File: src/rtl/bus_arbiter_if.sv
// Command/response bus used by both masters and by the shared slave port.
// "master" is the side that issues commands; "slave" is the side that accepts them.
interface bus_arbiter_if #(
  parameter int AW = 32,
  parameter int DW = 32
);
  logic            read;
  logic            write;
  logic [AW-1:0]   addr;
  logic [DW-1:0]   wdata;
  logic [DW/8-1:0] dataena;
  logic            waitrequest;
  logic            valid;
  logic [DW-1:0]   rdata;

  modport master (
    output read, write, addr, wdata, dataena,
    input  waitrequest, valid, rdata
  );

  modport slave (
    input  read, write, addr, wdata, dataena,
    output waitrequest, valid, rdata
  );
endinterface

File: src/rtl/bus_arbiter.sv
// Two-master, one-slave round-robin arbiter with a single outstanding
// transaction. Reads that get no response within TIMEOUT cycles complete
// with a poison value and raise a sticky error flag.
module bus_arbiter #(
  parameter int AW      = 32,
  parameter int DW      = 32,
  parameter int TIMEOUT = 255
) (
  input  logic             clk,
  input  logic             rst,
  bus_arbiter_if.slave     m0,
  bus_arbiter_if.slave     m1,
  bus_arbiter_if.master    s,
  output logic             s_burstcount,
  output logic [1:0]       grant,
  output logic             timeout_err
);

  localparam int CW = ($clog2(TIMEOUT + 1) > 8) ? $clog2(TIMEOUT + 1) : 8;
  localparam logic [CW-1:0] CNT_LAST = CW'(TIMEOUT - 1);

  typedef enum logic [1:0] {IDLE, CMD, RESP} state_t;

  state_t          state, state_n;
  logic            last_grant;   // index of the master that completed most recently
  logic            op_read;
  logic [AW-1:0]   addr_q;
  logic [DW-1:0]   wdata_q;
  logic [DW/8-1:0] dataena_q;
  logic [DW-1:0]   rdata_q;
  logic [1:0]      valid_q;
  logic [CW-1:0]   cnt;

  logic req0, req1, winner;
  logic accept, resp_ok, resp_to, done;

  // Request decode and round-robin pick: on a tie the master that did not go last wins.
  always_comb begin
    req0   = m0.read | m0.write;
    req1   = m1.read | m1.write;
    winner = (req0 && req1) ? ~last_grant : req1;
  end

  // State register.
  always_ff @(posedge clk) begin
    // NOTE: sequential state uses non-blocking assignments; reset is synchronous,
    // so it lives inside the clocked block rather than in the sensitivity list.
    if (!rst) state <= IDLE;
    else      state <= state_n;
  end

  // Next-state logic and single-cycle event strobes.
  always_comb begin
    // NOTE: every signal gets a default first so no path leaves it unassigned (no latch).
    state_n = state;
    accept  = 1'b0;
    resp_ok = 1'b0;
    resp_to = 1'b0;
    done    = 1'b0;
    case (state)
      IDLE: begin
        if (req0 || req1) begin
          accept  = 1'b1;
          state_n = CMD;
        end
      end
      CMD: begin
        if (!s.waitrequest) begin
          state_n = op_read ? RESP : IDLE;
          done    = !op_read;
        end
      end
      RESP: begin
        if (s.valid) begin
          resp_ok = 1'b1;
          done    = 1'b1;
          state_n = IDLE;
        end else if (cnt == CNT_LAST) begin
          resp_to = 1'b1;
          done    = 1'b1;
          state_n = IDLE;
        end
      end
      default: state_n = IDLE;
    endcase
  end

  // Master handshake: only the winner in an IDLE cycle sees waitrequest drop.
  assign m0.waitrequest = !(rst && accept && !winner);
  assign m1.waitrequest = !(rst && accept &&  winner);
  assign m0.valid       = valid_q[0];
  assign m1.valid       = valid_q[1];
  assign m0.rdata       = rdata_q;
  assign m1.rdata       = rdata_q;

  // Slave command is presented only while in CMD, from the latched fields.
  assign s.read       = (state == CMD) &&  op_read;
  assign s.write      = (state == CMD) && !op_read;
  assign s.addr       = addr_q;
  assign s.wdata      = wdata_q;
  assign s.dataena    = dataena_q;
  assign s_burstcount = 1'b1;

  // Control state: ownership, fairness pointer, response pulse, wait counter, error flag.
  always_ff @(posedge clk) begin
    if (!rst) begin
      grant       <= 2'b00;
      last_grant  <= 1'b1;
      op_read     <= 1'b0;
      valid_q     <= 2'b00;
      cnt         <= '0;
      timeout_err <= 1'b0;
    end else begin
      valid_q <= 2'b00;
      if (accept) begin
        grant   <= winner ? 2'b10 : 2'b01;
        op_read <= winner ? m1.read : m0.read;   // read wins when both strobes are high
        cnt     <= '0;
      end
      if (state == RESP && !done) cnt <= cnt + 1'b1;
      if (resp_ok || resp_to)    valid_q <= grant;
      if (resp_to)               timeout_err <= 1'b1;
      if (done) begin
        grant      <= 2'b00;
        last_grant <= grant[1];
      end
    end
  end

  // Command and read-data holding registers.
  always_ff @(posedge clk) begin
    // NOTE: pure datapath registers are not reset; they are always qualified
    // by control state that is, so their power-up contents are never observed.
    if (accept) begin
      addr_q    <= winner ? m1.addr    : m0.addr;
      wdata_q   <= winner ? m1.wdata   : m0.wdata;
      dataena_q <= winner ? m1.dataena : m0.dataena;
    end
    if (resp_ok)      rdata_q <= s.rdata;
    else if (resp_to) rdata_q <= DW'(32'hDEADBEEF);
  end

endmodule

File: src/flat_wrapper.sv
// flat-port wrapper written by rule: the top's interface ports become plain ports
module bus_arbiter_flat 
#(
  parameter int AW      = 32,
  parameter int DW      = 32,
  parameter int TIMEOUT = 255
)
  (clk, rst, s_burstcount, grant, timeout_err, m0_read, m0_write, m0_addr, m0_wdata, m0_dataena, m0_waitrequest, m0_valid, m0_rdata, m1_read, m1_write, m1_addr, m1_wdata, m1_dataena, m1_waitrequest, m1_valid, m1_rdata, s_read, s_write, s_addr, s_wdata, s_dataena, s_waitrequest, s_valid, s_rdata);
  bus_arbiter_if #(.AW(AW), .DW(DW)) m0_i ();
  bus_arbiter_if #(.AW(AW), .DW(DW)) m1_i ();
  bus_arbiter_if #(.AW(AW), .DW(DW)) s_i ();
  input  logic clk;
  input  logic rst;
  output logic s_burstcount;
  output logic [1:0] grant;
  output logic timeout_err;
  input wire logic [$bits(m0_i.read)-1:0] m0_read;
  input wire logic [$bits(m0_i.write)-1:0] m0_write;
  input wire logic [$bits(m0_i.addr)-1:0] m0_addr;
  input wire logic [$bits(m0_i.wdata)-1:0] m0_wdata;
  input wire logic [$bits(m0_i.dataena)-1:0] m0_dataena;
  output wire logic [$bits(m0_i.waitrequest)-1:0] m0_waitrequest;
  output wire logic [$bits(m0_i.valid)-1:0] m0_valid;
  output wire logic [$bits(m0_i.rdata)-1:0] m0_rdata;
  input wire logic [$bits(m1_i.read)-1:0] m1_read;
  input wire logic [$bits(m1_i.write)-1:0] m1_write;
  input wire logic [$bits(m1_i.addr)-1:0] m1_addr;
  input wire logic [$bits(m1_i.wdata)-1:0] m1_wdata;
  input wire logic [$bits(m1_i.dataena)-1:0] m1_dataena;
  output wire logic [$bits(m1_i.waitrequest)-1:0] m1_waitrequest;
  output wire logic [$bits(m1_i.valid)-1:0] m1_valid;
  output wire logic [$bits(m1_i.rdata)-1:0] m1_rdata;
  output wire logic [$bits(s_i.read)-1:0] s_read;
  output wire logic [$bits(s_i.write)-1:0] s_write;
  output wire logic [$bits(s_i.addr)-1:0] s_addr;
  output wire logic [$bits(s_i.wdata)-1:0] s_wdata;
  output wire logic [$bits(s_i.dataena)-1:0] s_dataena;
  input wire logic [$bits(s_i.waitrequest)-1:0] s_waitrequest;
  input wire logic [$bits(s_i.valid)-1:0] s_valid;
  input wire logic [$bits(s_i.rdata)-1:0] s_rdata;
  assign m0_i.read = m0_read;
  assign m0_i.write = m0_write;
  assign m0_i.addr = m0_addr;
  assign m0_i.wdata = m0_wdata;
  assign m0_i.dataena = m0_dataena;
  assign m0_waitrequest = m0_i.waitrequest;
  assign m0_valid = m0_i.valid;
  assign m0_rdata = m0_i.rdata;
  assign m1_i.read = m1_read;
  assign m1_i.write = m1_write;
  assign m1_i.addr = m1_addr;
  assign m1_i.wdata = m1_wdata;
  assign m1_i.dataena = m1_dataena;
  assign m1_waitrequest = m1_i.waitrequest;
  assign m1_valid = m1_i.valid;
  assign m1_rdata = m1_i.rdata;
  assign s_read = s_i.read;
  assign s_write = s_i.write;
  assign s_addr = s_i.addr;
  assign s_wdata = s_i.wdata;
  assign s_dataena = s_i.dataena;
  assign s_i.waitrequest = s_waitrequest;
  assign s_i.valid = s_valid;
  assign s_i.rdata = s_rdata;
  bus_arbiter #(.AW(AW), .DW(DW), .TIMEOUT(TIMEOUT)) u_core (.clk(clk), .rst(rst), .m0(m0_i), .m1(m1_i), .s(s_i), .s_burstcount(s_burstcount), .grant(grant), .timeout_err(timeout_err));
endmodule
File: config.mk
export PLATFORM = sky130hd
export DESIGN_NAME = bus_arbiter_flat
export DESIGN_NICKNAME = d
export VERILOG_FILES = /design/src/rtl/bus_arbiter_if.sv /design/src/rtl/bus_arbiter.sv /design/src/flat_wrapper.sv
export SDC_FILE = /design/constraint.sdc
export NUM_CORES = 1
export LEC_CHECK = 0
export CELL_PAD_IN_SITES_DETAIL_PLACEMENT = 0
export CELL_PAD_IN_SITES_GLOBAL_PLACEMENT = 1
export CORE_UTILIZATION = 29
export DETAILED_ROUTE_END_ITERATION = 10
export GPL_ROUTABILITY_DRIVEN = 0
export PLACE_DENSITY_LB_ADDON = 0.1
export SYNTH_ARGS = -nofsm -noshare
export SYNTH_HDL_FRONTEND = slang
export SYNTH_SLANG_ARGS = --single-unit
File: constraint.sdc
create_clock -name clk -period 6.4 [get_ports clk]
set_input_delay 0.64 -clock clk [delete_from_list [all_inputs] [get_ports clk]]
set_output_delay 0.64 -clock clk [all_outputs]
set_load 0.02 [all_outputs]
# ---- After elaboration in Yosys (flattened, before gate mapping)
# Cells that the tools add are included.
dict set report word_totals {
  in_bits 176
  register_bits 117
  elab_cells 68
  out_inout_bits 142
}
dict set report classes {
  muxes 26
  n_addsub 1
  n_eq_ne 6
  bitwise_logic 4
  reduce_logical 20
}
# operator n
set ops {}
lappend ops {{$mux 32} 4}
lappend ops {{$mux 8} 2}
lappend ops {{$mux 2} 6}
lappend ops {{$mux 1} 11}
lappend ops {{$add 8x1->8 const B} 1}
lappend ops {{$eq 8x8->1 const B} 1}
lappend ops {{$logic_and 1x1->1} 7}
lappend ops {{$pmux 2 s3} 1}
lappend ops {{$logic_not 1->1} 5}
lappend ops {{$mux 4} 1}
lappend ops {{$reduce_bool 2->1} 2}
lappend ops {{$ne 3x2->1 const B} 1}
lappend ops {{$reduce_and 3->1} 1}
lappend ops {{$eq 2x1->1 const B} 1}
lappend ops {{$eq 2x2->1 const B} 1}
lappend ops {{$logic_not 2->1} 1}
lappend ops {{$logic_or 1x1->1} 2}
lappend ops {{$ne 2x1->1 const B} 1}
lappend ops {{$ne 2x2->1 const B} 1}
lappend ops {{$not 1->1} 2}
lappend ops {{$or 1x1->1} 2}
lappend ops {{$pmux 1 s2} 1}
lappend ops {{$reduce_and 2->1} 1}
lappend ops {{$reduce_or 2->1} 1}

# ---- Logic depth before layout (Yosys ltp)
# Gate-level depths: netlist of the first run.
dict set report depth {
  depth_word 7
  depth_mapped 7
  mapped_depth_nobuf 6
}

# ---- Least setup slack after synthesis of the first run
# No wires, ideal clock.
dict set report synth_path {
  path_type {reg2out}
  startpoint {register u_core.state[0]}
  endpoint {output m0_waitrequest}
  path_stages_with_launch 5
  setup_slack_ns 2.706
  arrival_time_ns 3.054
  path_buffers 0
  required_time_ns 5.760
  path_cell_list {dfxtp_1 > inv_1 > ha_1 > o41a_1 > nand3_1}
}
dict set report synth_via {
  elab_chain_cells 5
}
# item line
set synth_lines {}
lappend synth_lines {{start, declared} bus_arbiter.sv:24} ;# state_t state, state_n;
lappend synth_lines {{start signal, assigned} bus_arbiter.sv:49} ;# else state <= state_n;
lappend synth_lines {{$logic_not 2->1} bus_arbiter.sv:60} ;# case (state)
lappend synth_lines {{$mux 1} bus_arbiter.sv:60}
lappend synth_lines {{via u_core.accept} bus_arbiter.sv:35} ;# logic accept, resp_ok, resp_to, done;
lappend synth_lines {{$logic_and 1x1->1 (2 in a row)} bus_arbiter.sv:89} ;# assign m0.waitrequest = !(rst && accept && !winner);
lappend synth_lines {{$logic_not 1->1} bus_arbiter.sv:89}
lappend synth_lines {{end, declared} flat_wrapper.sv:22} ;# output wire logic [$bits(m0_i.waitrequest)-1:0] m0_waitrequest;
# The timed path passes the listed nets, and every way through them passes these cells.

# ---- Worst setup path in the final report of the first run
dict set report layout_path {
  startpoint {input m0_read}
  endpoint {output m1_waitrequest}
}
dict set report layout_via {
  elab_chain_cells 7
  word_cells_on_any_way 9
  cone_classes {mux: 3; bitwise: 1; reduce/logical: 5}
}
# item line
set layout_lines {}
lappend layout_lines {{start, declared} flat_wrapper.sv:17} ;# input wire logic [$bits(m0_i.read)-1:0] m0_read;
lappend layout_lines {{$or 1x1->1 (*)} bus_arbiter.sv:39} ;# req0 = m0.read | m0.write;
lappend layout_lines {{$logic_or 1x1->1} bus_arbiter.sv:62} ;# if (req0 || req1) begin
lappend layout_lines {{$mux 1} bus_arbiter.sv:62}
lappend layout_lines {{$mux 1} bus_arbiter.sv:60}
lappend layout_lines {{$logic_and 1x1->1} bus_arbiter.sv:90} ;# assign m1.waitrequest = !(rst && accept && winner);
lappend layout_lines {{$logic_and 1x1->1 (*)} bus_arbiter.sv:90}
lappend layout_lines {{$logic_not 1->1 (*)} bus_arbiter.sv:90}
lappend layout_lines {{end, declared} flat_wrapper.sv:30} ;# output wire logic [$bits(m1_i.waitrequest)-1:0] m1_waitrequest;
# Every way passes the cells marked *; elsewhere a longest branch is shown, timed or not.

==> results of run 1 <==
==> kinds of logic (layout without fill, tap and decap cells) <==
group	Yosys count	after routing	synth area share [%]
other	1	3	0.0708
adder cells (fa/ha/maj)	5	5	1.18
flip-flops	117	117	63.1
AO/OA/AOI/OAI	40	40	5.39
multiplexers	2	2	0.378
AND/OR/NAND/NOR	283	283	23.0
buffers and inverters	63	357	6.85
==> sequential cells by signal (all words and copies together) (netlist names), 2 cells and up <==
| register | flops |
|---|---|
| u_core.m0.rdata | 32 |
| u_core.state | 2 |
| u_core.valid_q | 2 |
| u_core.s.dataena | 4 |
| u_core.cnt | 8 |
| u_core.grant | 2 |
| u_core.s.wdata | 32 |
| u_core.s.addr | 32 |
==> critical path, stage by stage <==
cell and delay (ps):
clkdlybuf4s50_1 480, o21ai_0 380, o21a_2 200, buf_4 550
nand3_1 150, clkdlybuf4s50_1 590
==> cell usage in the layout (no fill, tap or decap), drive strengths merged, types with 4 or more instances in the layout <==
cell type / count
clkdlybuf4s50: 316
nand2: 216
edfxtp: 100
or2: 24
clkbuf: 17
dfxtp: 17
and3: 11
nand3: 10
o21ai: 9
a21boi: 7
clkinv: 7
inv: 6
nor2: 6
o22ai: 5
ha: 5
clkinvlp: 5
a21oi: 4
nor2b: 4
==> worst min path at each step <==
| stage | from | end | slack [ps] |
|---|---|---|---|
| 3_5_place_dp | u_core.timeout_err | u_core.timeout_err | 460 |
| 5_1_grt | u_core.state[1] | u_core.state[1] | 500 |
| 6_report | u_core.timeout_err | u_core.timeout_err | 460 |
| 2_1_floorplan | u_core.state[1] | u_core.state[1] | 450 |
| 3_3_place_gp | u_core.timeout_err | u_core.timeout_err | 460 |
| 4_1_cts | u_core.timeout_err | u_core.timeout_err | 470 |
==> area by class of cell <==
class / count / share of cell area [%]
clock buffer: 17 / 4.70
inverter: 6 / 0.249
multi-input combinational: 331 / 17.8
timing repair buffer: 319 / 35.2
antenna: 2 / 0.0553
tap: 229 / 3.17
sequential: 117 / 37.0
clock inverter: 15 / 1.81
==> metal layers <==
layer	routed length (um)	track usage, %
met2	8330	29.6
met1	6050	18.1
met5	0	0
met4	351	7.75
met3	1640	7.78
==> report_power, final <==
part,internal (mW),total (mW),switching [mW]
registers,0.963,0.994,0.0310
clock network,0.606,0.947,0.341
logic,0.295,0.624,0.329
total,1.86,2.56,0.701
==> results.sh, run 1 <==
export IMPL_insertion_delay_ps=410
export IMPL_clkTransAtPathRegs_ps=50
export IMPL_yosysTopAreaCellShare_pct=56.7
export IMPL_cap_violations=0
export IMPL_cts_buffers=17
export IMPL_ant_nets=0
export IMPL_ctsResizeCount=0
export IMPL_worst_setup_path_start_kind="input port"
export IMPL_clock_sinks=117
export IMPL_finalInstanceArea_sq_mm=0.00904
export IMPL_via_count=4585
export IMPL_drtIter0Drc=217
export IMPL_syn_inst=511
export IMPL_hpwl_mm=12.2
export IMPL_drv_slew=0
export IMPL_die_area_sq_mm=0.0188
export IMPL_rsz0062_at_grt="no"
export IMPL_criticalPathCategory="input port to primary output"
export IMPL_multiInputGateArea_sq_mm=0.00161
export IMPL_regArea_sq_mm=0.00334
export IMPL_hold_buffers=0
export IMPL_initial_core_util_pct=29.6
export IMPL_cts_path_max_buffers=2
export IMPL_synth_flop_cell="edfxtp_1"
export IMPL_synth_area_leader_cell="edfxtp_1"
export IMPL_period_minus_slack_ps=3710
export IMPL_utilization_pct=50.5
export IMPL_grt_overflow_total=0
export IMPL_viasPerCell=4.43
export IMPL_netlist_top_cells_area="edfxtp_1 (57%), nand2_1 (15%), dfxtp_1 (6.4%)"
export IMPL_ys_seq_area_share_pct=63.1
export IMPL_crit_path_end_kind="primary output"
export IMPL_reg2reg_depth=7
export IMPL_cp_arrival_ps=3070
export IMPL_syn_area_sq_mm=0.00530
export IMPL_dr_pass1_iters=4
export IMPL_timing_rr_start="u_core.state[0]"
export IMPL_dp_cells=1002
export IMPL_cts_root_buf="clkbuf_16"
export IMPL_postPlaceCellArea_sq_mm=0.00845
export IMPL_drc_errors=0
export IMPL_holdWs_ps=465
export IMPL_path_max_fanout=71
export IMPL_r2r_slack_ps=3830
export IMPL_irDropWorstVdd_v=0.000187
export IMPL_rows=49
export IMPL_finalWirelength_mm=16.4
export IMPL_netlist_top_cells_count="nand2_1 (216), edfxtp_1 (100), buf_4 (33)"
export IMPL_dieHeight_um=137
export IMPL_setup_worst_path_start="m0_read"
export IMPL_outcome="completed"
export IMPL_synth_edf_count=100
export IMPL_nets=973
export IMPL_place_ws_ps=2700
export IMPL_post_cts_buffers=0
export IMPL_ys_async_sr_fraction_pct=0
export IMPL_antenna_found_initial=1
export IMPL_yosysWarnings=0
export IMPL_r2r_end="u_core.cnt[2]"
export IMPL_setup_ws_ps=2690
export IMPL_chipWidth_um=137
export IMPL_grt_max_degree=74
export IMPL_syn_to_final_growth_pct=70.8
export IMPL_slew_headroom_pct=38.3
export IMPL_h_tree_depth=4
export IMPL_hold_class="flop to flop"
export IMPL_cts_tree="built"
export IMPL_required_ps=5760
export IMPL_port_buffers=316
export IMPL_layout_drive_gt1_share_pct=7.83
export IMPL_syn_nets=692
export IMPL_finClkSkew_ps=6.42
export IMPL_track_usage_pct=17.3
export IMPL_synth_distinct_cells=43
export IMPL_wire_per_inst_um=15.8
export IMPL_p_total_mw=2.56
export IMPL_synth_most_common_cell="nand2_1"
export IMPL_hold_viol=0
export IMPL_max_freq_mhz=270
export IMPL_setup_viol=0
export IMPL_pin_count=318
export IMPL_n_fill_cell=1600
export IMPL_coreArea_sq_mm=0.0179
export IMPL_endpoint="m1_waitrequest"
export IMPL_fin_crit_sh_pct=57.9
export IMPL_fin_setup_tns_ps=0
export IMPL_grt_pass1_vias=4408
export IMPL_p_leak_nw=3.55
export IMPL_synth_avg_cell_area_sq_um=10.4
export IMPL_hold_depth=1
export IMPL_ys_seq_elements=117
export IMPL_power_density_mw_per_mm2=284
export IMPL_fin_cells=1036
export IMPL_worst_slew_pin_slew_ps=926
export IMPL_grt_pass1_wl_mm=23.7
No activity file was read; power rests on OpenSTA's default activity.
==> inputs of run 2 (changes only) <==
CORE_UTILIZATION = 24   (was 29)
clock period = 3.1 ns   (was 6.4 ns; I/O delays follow)
==> run 2 against run 1 <==
Effect of this change: register-to-register slack lost 2800 ps; non-clock buffer count grew 4; critical path depth shrank 2; routed wire length grew 2.7%; flip-flop and latch count is the same; core utilization shrank 7.7 points; via count grew 0.17%; cell count grew 4.6%; critical path type unchanged.
==> results.sh, run 2 (synthesis gave the netlist of run 1 again) <==
export IMPL_outcome="completed"
export IMPL_crit_chain="clkdlybuf4s50_1 > o41a_4 > nand3_1 > clkdlybuf4s50_1"
export IMPL_hpwl_mm=12.5
export IMPL_power_density_mw_per_mm2=580
export IMPL_cts_buffers=17
export IMPL_cp_top_family="buffers and inverters"
export IMPL_mostFrequentLayoutCell="clkdlybuf4s50_1"
export IMPL_max_freq_mhz=403
export IMPL_drv_slew=0
export IMPL_period_minus_slack_ps=2480
export IMPL_clock_sinks=117
export IMPL_antenna_found_initial=0
export IMPL_criticalPathCategory="input port to primary output"
export IMPL_ctsResizeCount=0
export IMPL_fin_setup_tns_ps=0
export IMPL_wire_per_inst_um=15.5
export IMPL_irDropWorstVdd_v=0.000321
export IMPL_worst_slew_pin_slew_ps=802
export IMPL_hold_class="flop to flop"
export IMPL_antenna_cells=0
export IMPL_holdWs_ps=462
export IMPL_grt_pass1_vias=4603
export IMPL_place_ws_ps=579
export IMPL_initial_core_util_pct=24.8
export IMPL_path_buf_inv=2
export IMPL_finalWirelength_mm=16.8
export IMPL_cts_root_buf="clkbuf_16"
export IMPL_slew_headroom_pct=46.5
export IMPL_hold_buffers=0
export IMPL_chipWidth_um=151
export IMPL_postPlaceCellArea_sq_mm=0.00856
export IMPL_finClkSkew_ps=10.7
export IMPL_nets=977
export IMPL_syn_to_final_growth_pct=72.6
export IMPL_coreArea_sq_mm=0.0214
export IMPL_crit_top_cell="clkdlybuf4s50_1"
export IMPL_hold_viol=0
export IMPL_setup_viol=0
export IMPL_cp_slowest_stage_delay_ps=670
export IMPL_cts_tree="built"
export IMPL_cts_path_max_buffers=2
export IMPL_h_tree_depth=4
export IMPL_rsz0062_at_grt="no"
export IMPL_track_usage_pct=14.9
export IMPL_p_leak_nw=3.58
export IMPL_cap_violations=0
export IMPL_ant_nets=0
export IMPL_grt_max_degree=71
export IMPL_layout_drive_gt1_share_pct=8.28
export IMPL_layout_common_cells="clkdlybuf4s50_1 (316), nand2_1 (216), edfxtp_1 (100)"
export IMPL_port_buffers=316
export IMPL_grt_pass1_wl_mm=24.9
export IMPL_die_area_sq_mm=0.0227
export IMPL_path_max_fanout=5
export IMPL_dr_pass1_iters=4
export IMPL_setup_ws_ps=619
export IMPL_required_ps=2790
export IMPL_cpMaxStageDelayCell="clkdlybuf4s50_1"
export IMPL_rows=53
export IMPL_pin_count=318
export IMPL_n_fill_cell=2039
export IMPL_via_count=4593
export IMPL_fin_crit_sh_pct=80.0
export IMPL_grt_overflow_total=0
export IMPL_cp_arrival_ps=2170
export IMPL_post_cts_buffers=0
export IMPL_clkTransAtPathRegs_ps=60
export IMPL_drc_errors=0
export IMPL_dieHeight_um=151
export IMPL_worst_setup_path_start_kind="input port"
export IMPL_drtIter0Drc=151
export IMPL_insertion_delay_ps=410
export IMPL_finalInstanceArea_sq_mm=0.00914
export IMPL_viasPerCell=4.24
export IMPL_crit_path_end_kind="primary output"
==> run 2: changes by cell type in the layout (fill, tap and decap cells not counted), sizes merged, moves of 2 or more <==
cell      before  now
buf            3    7
inv            6    9
clkinvlp       5    3
diode          2    0
==> run 2: per-layer routing <==
metal / global-route usage (%) / routed length (um) / vias to the layer above
met5: 0 / 0 / -
met4: 5.51 / 151 / 0
met3: 6.55 / 1820 / 8
met2: 25.1 / 8390 / 226
met1: 16.4 / 6460 / 2098
li1: - / - / 2261
==> run 2: final cells by class <==
type	instances	area (sq um)	area share (%)
inverters	6	22.5	0.246
multi-input cells	331	1620	17.7
clock inverters	14	153	1.67
well taps	275	344	3.77
flip-flops and latches	117	3340	36.6
clock buffers	18	429	4.70
repair buffers	323	3230	35.3
==> run 2: worst reg2reg max path: stages (launching register included) <==
cell and delay, ps:
dfxtp_1 330, inv_1 90, ha_1 450, nand2_1 480, or2_2 450
==> run 2: power breakdown <==
group          switching (mW)  internal [mW]  leakage (nW)
clock                   0.754           1.19         0.275
combinational           0.678          0.622          2.14
sequential             0.0695           1.99          1.16
==> run 2: final timing paths <==
check	from	end	slack, ps	cells past startpoint
setup reg to reg	u_core.state[0]	u_core.m0.rdata[0]	1050	4
hold / removal	u_core.timeout_err	u_core.timeout_err	460	1
setup / recovery	m1_write	m0_waitrequest	620	4
hold reg to reg	u_core.timeout_err	u_core.timeout_err	460	1
==> run 2: through the flow <==
step / instances / total power, mW / util, %
final: 1084 / 5.30 / 42.8
after detailed placement: 1052 / 3.41 / 40.1
after global placement: 1052 / 3.40 / 40.1
after global routing: 1084 / 5.54 / 42.8
after floorplan: 511 / 2.64 / -
after CTS: 1084 / 5.38 / 42.8
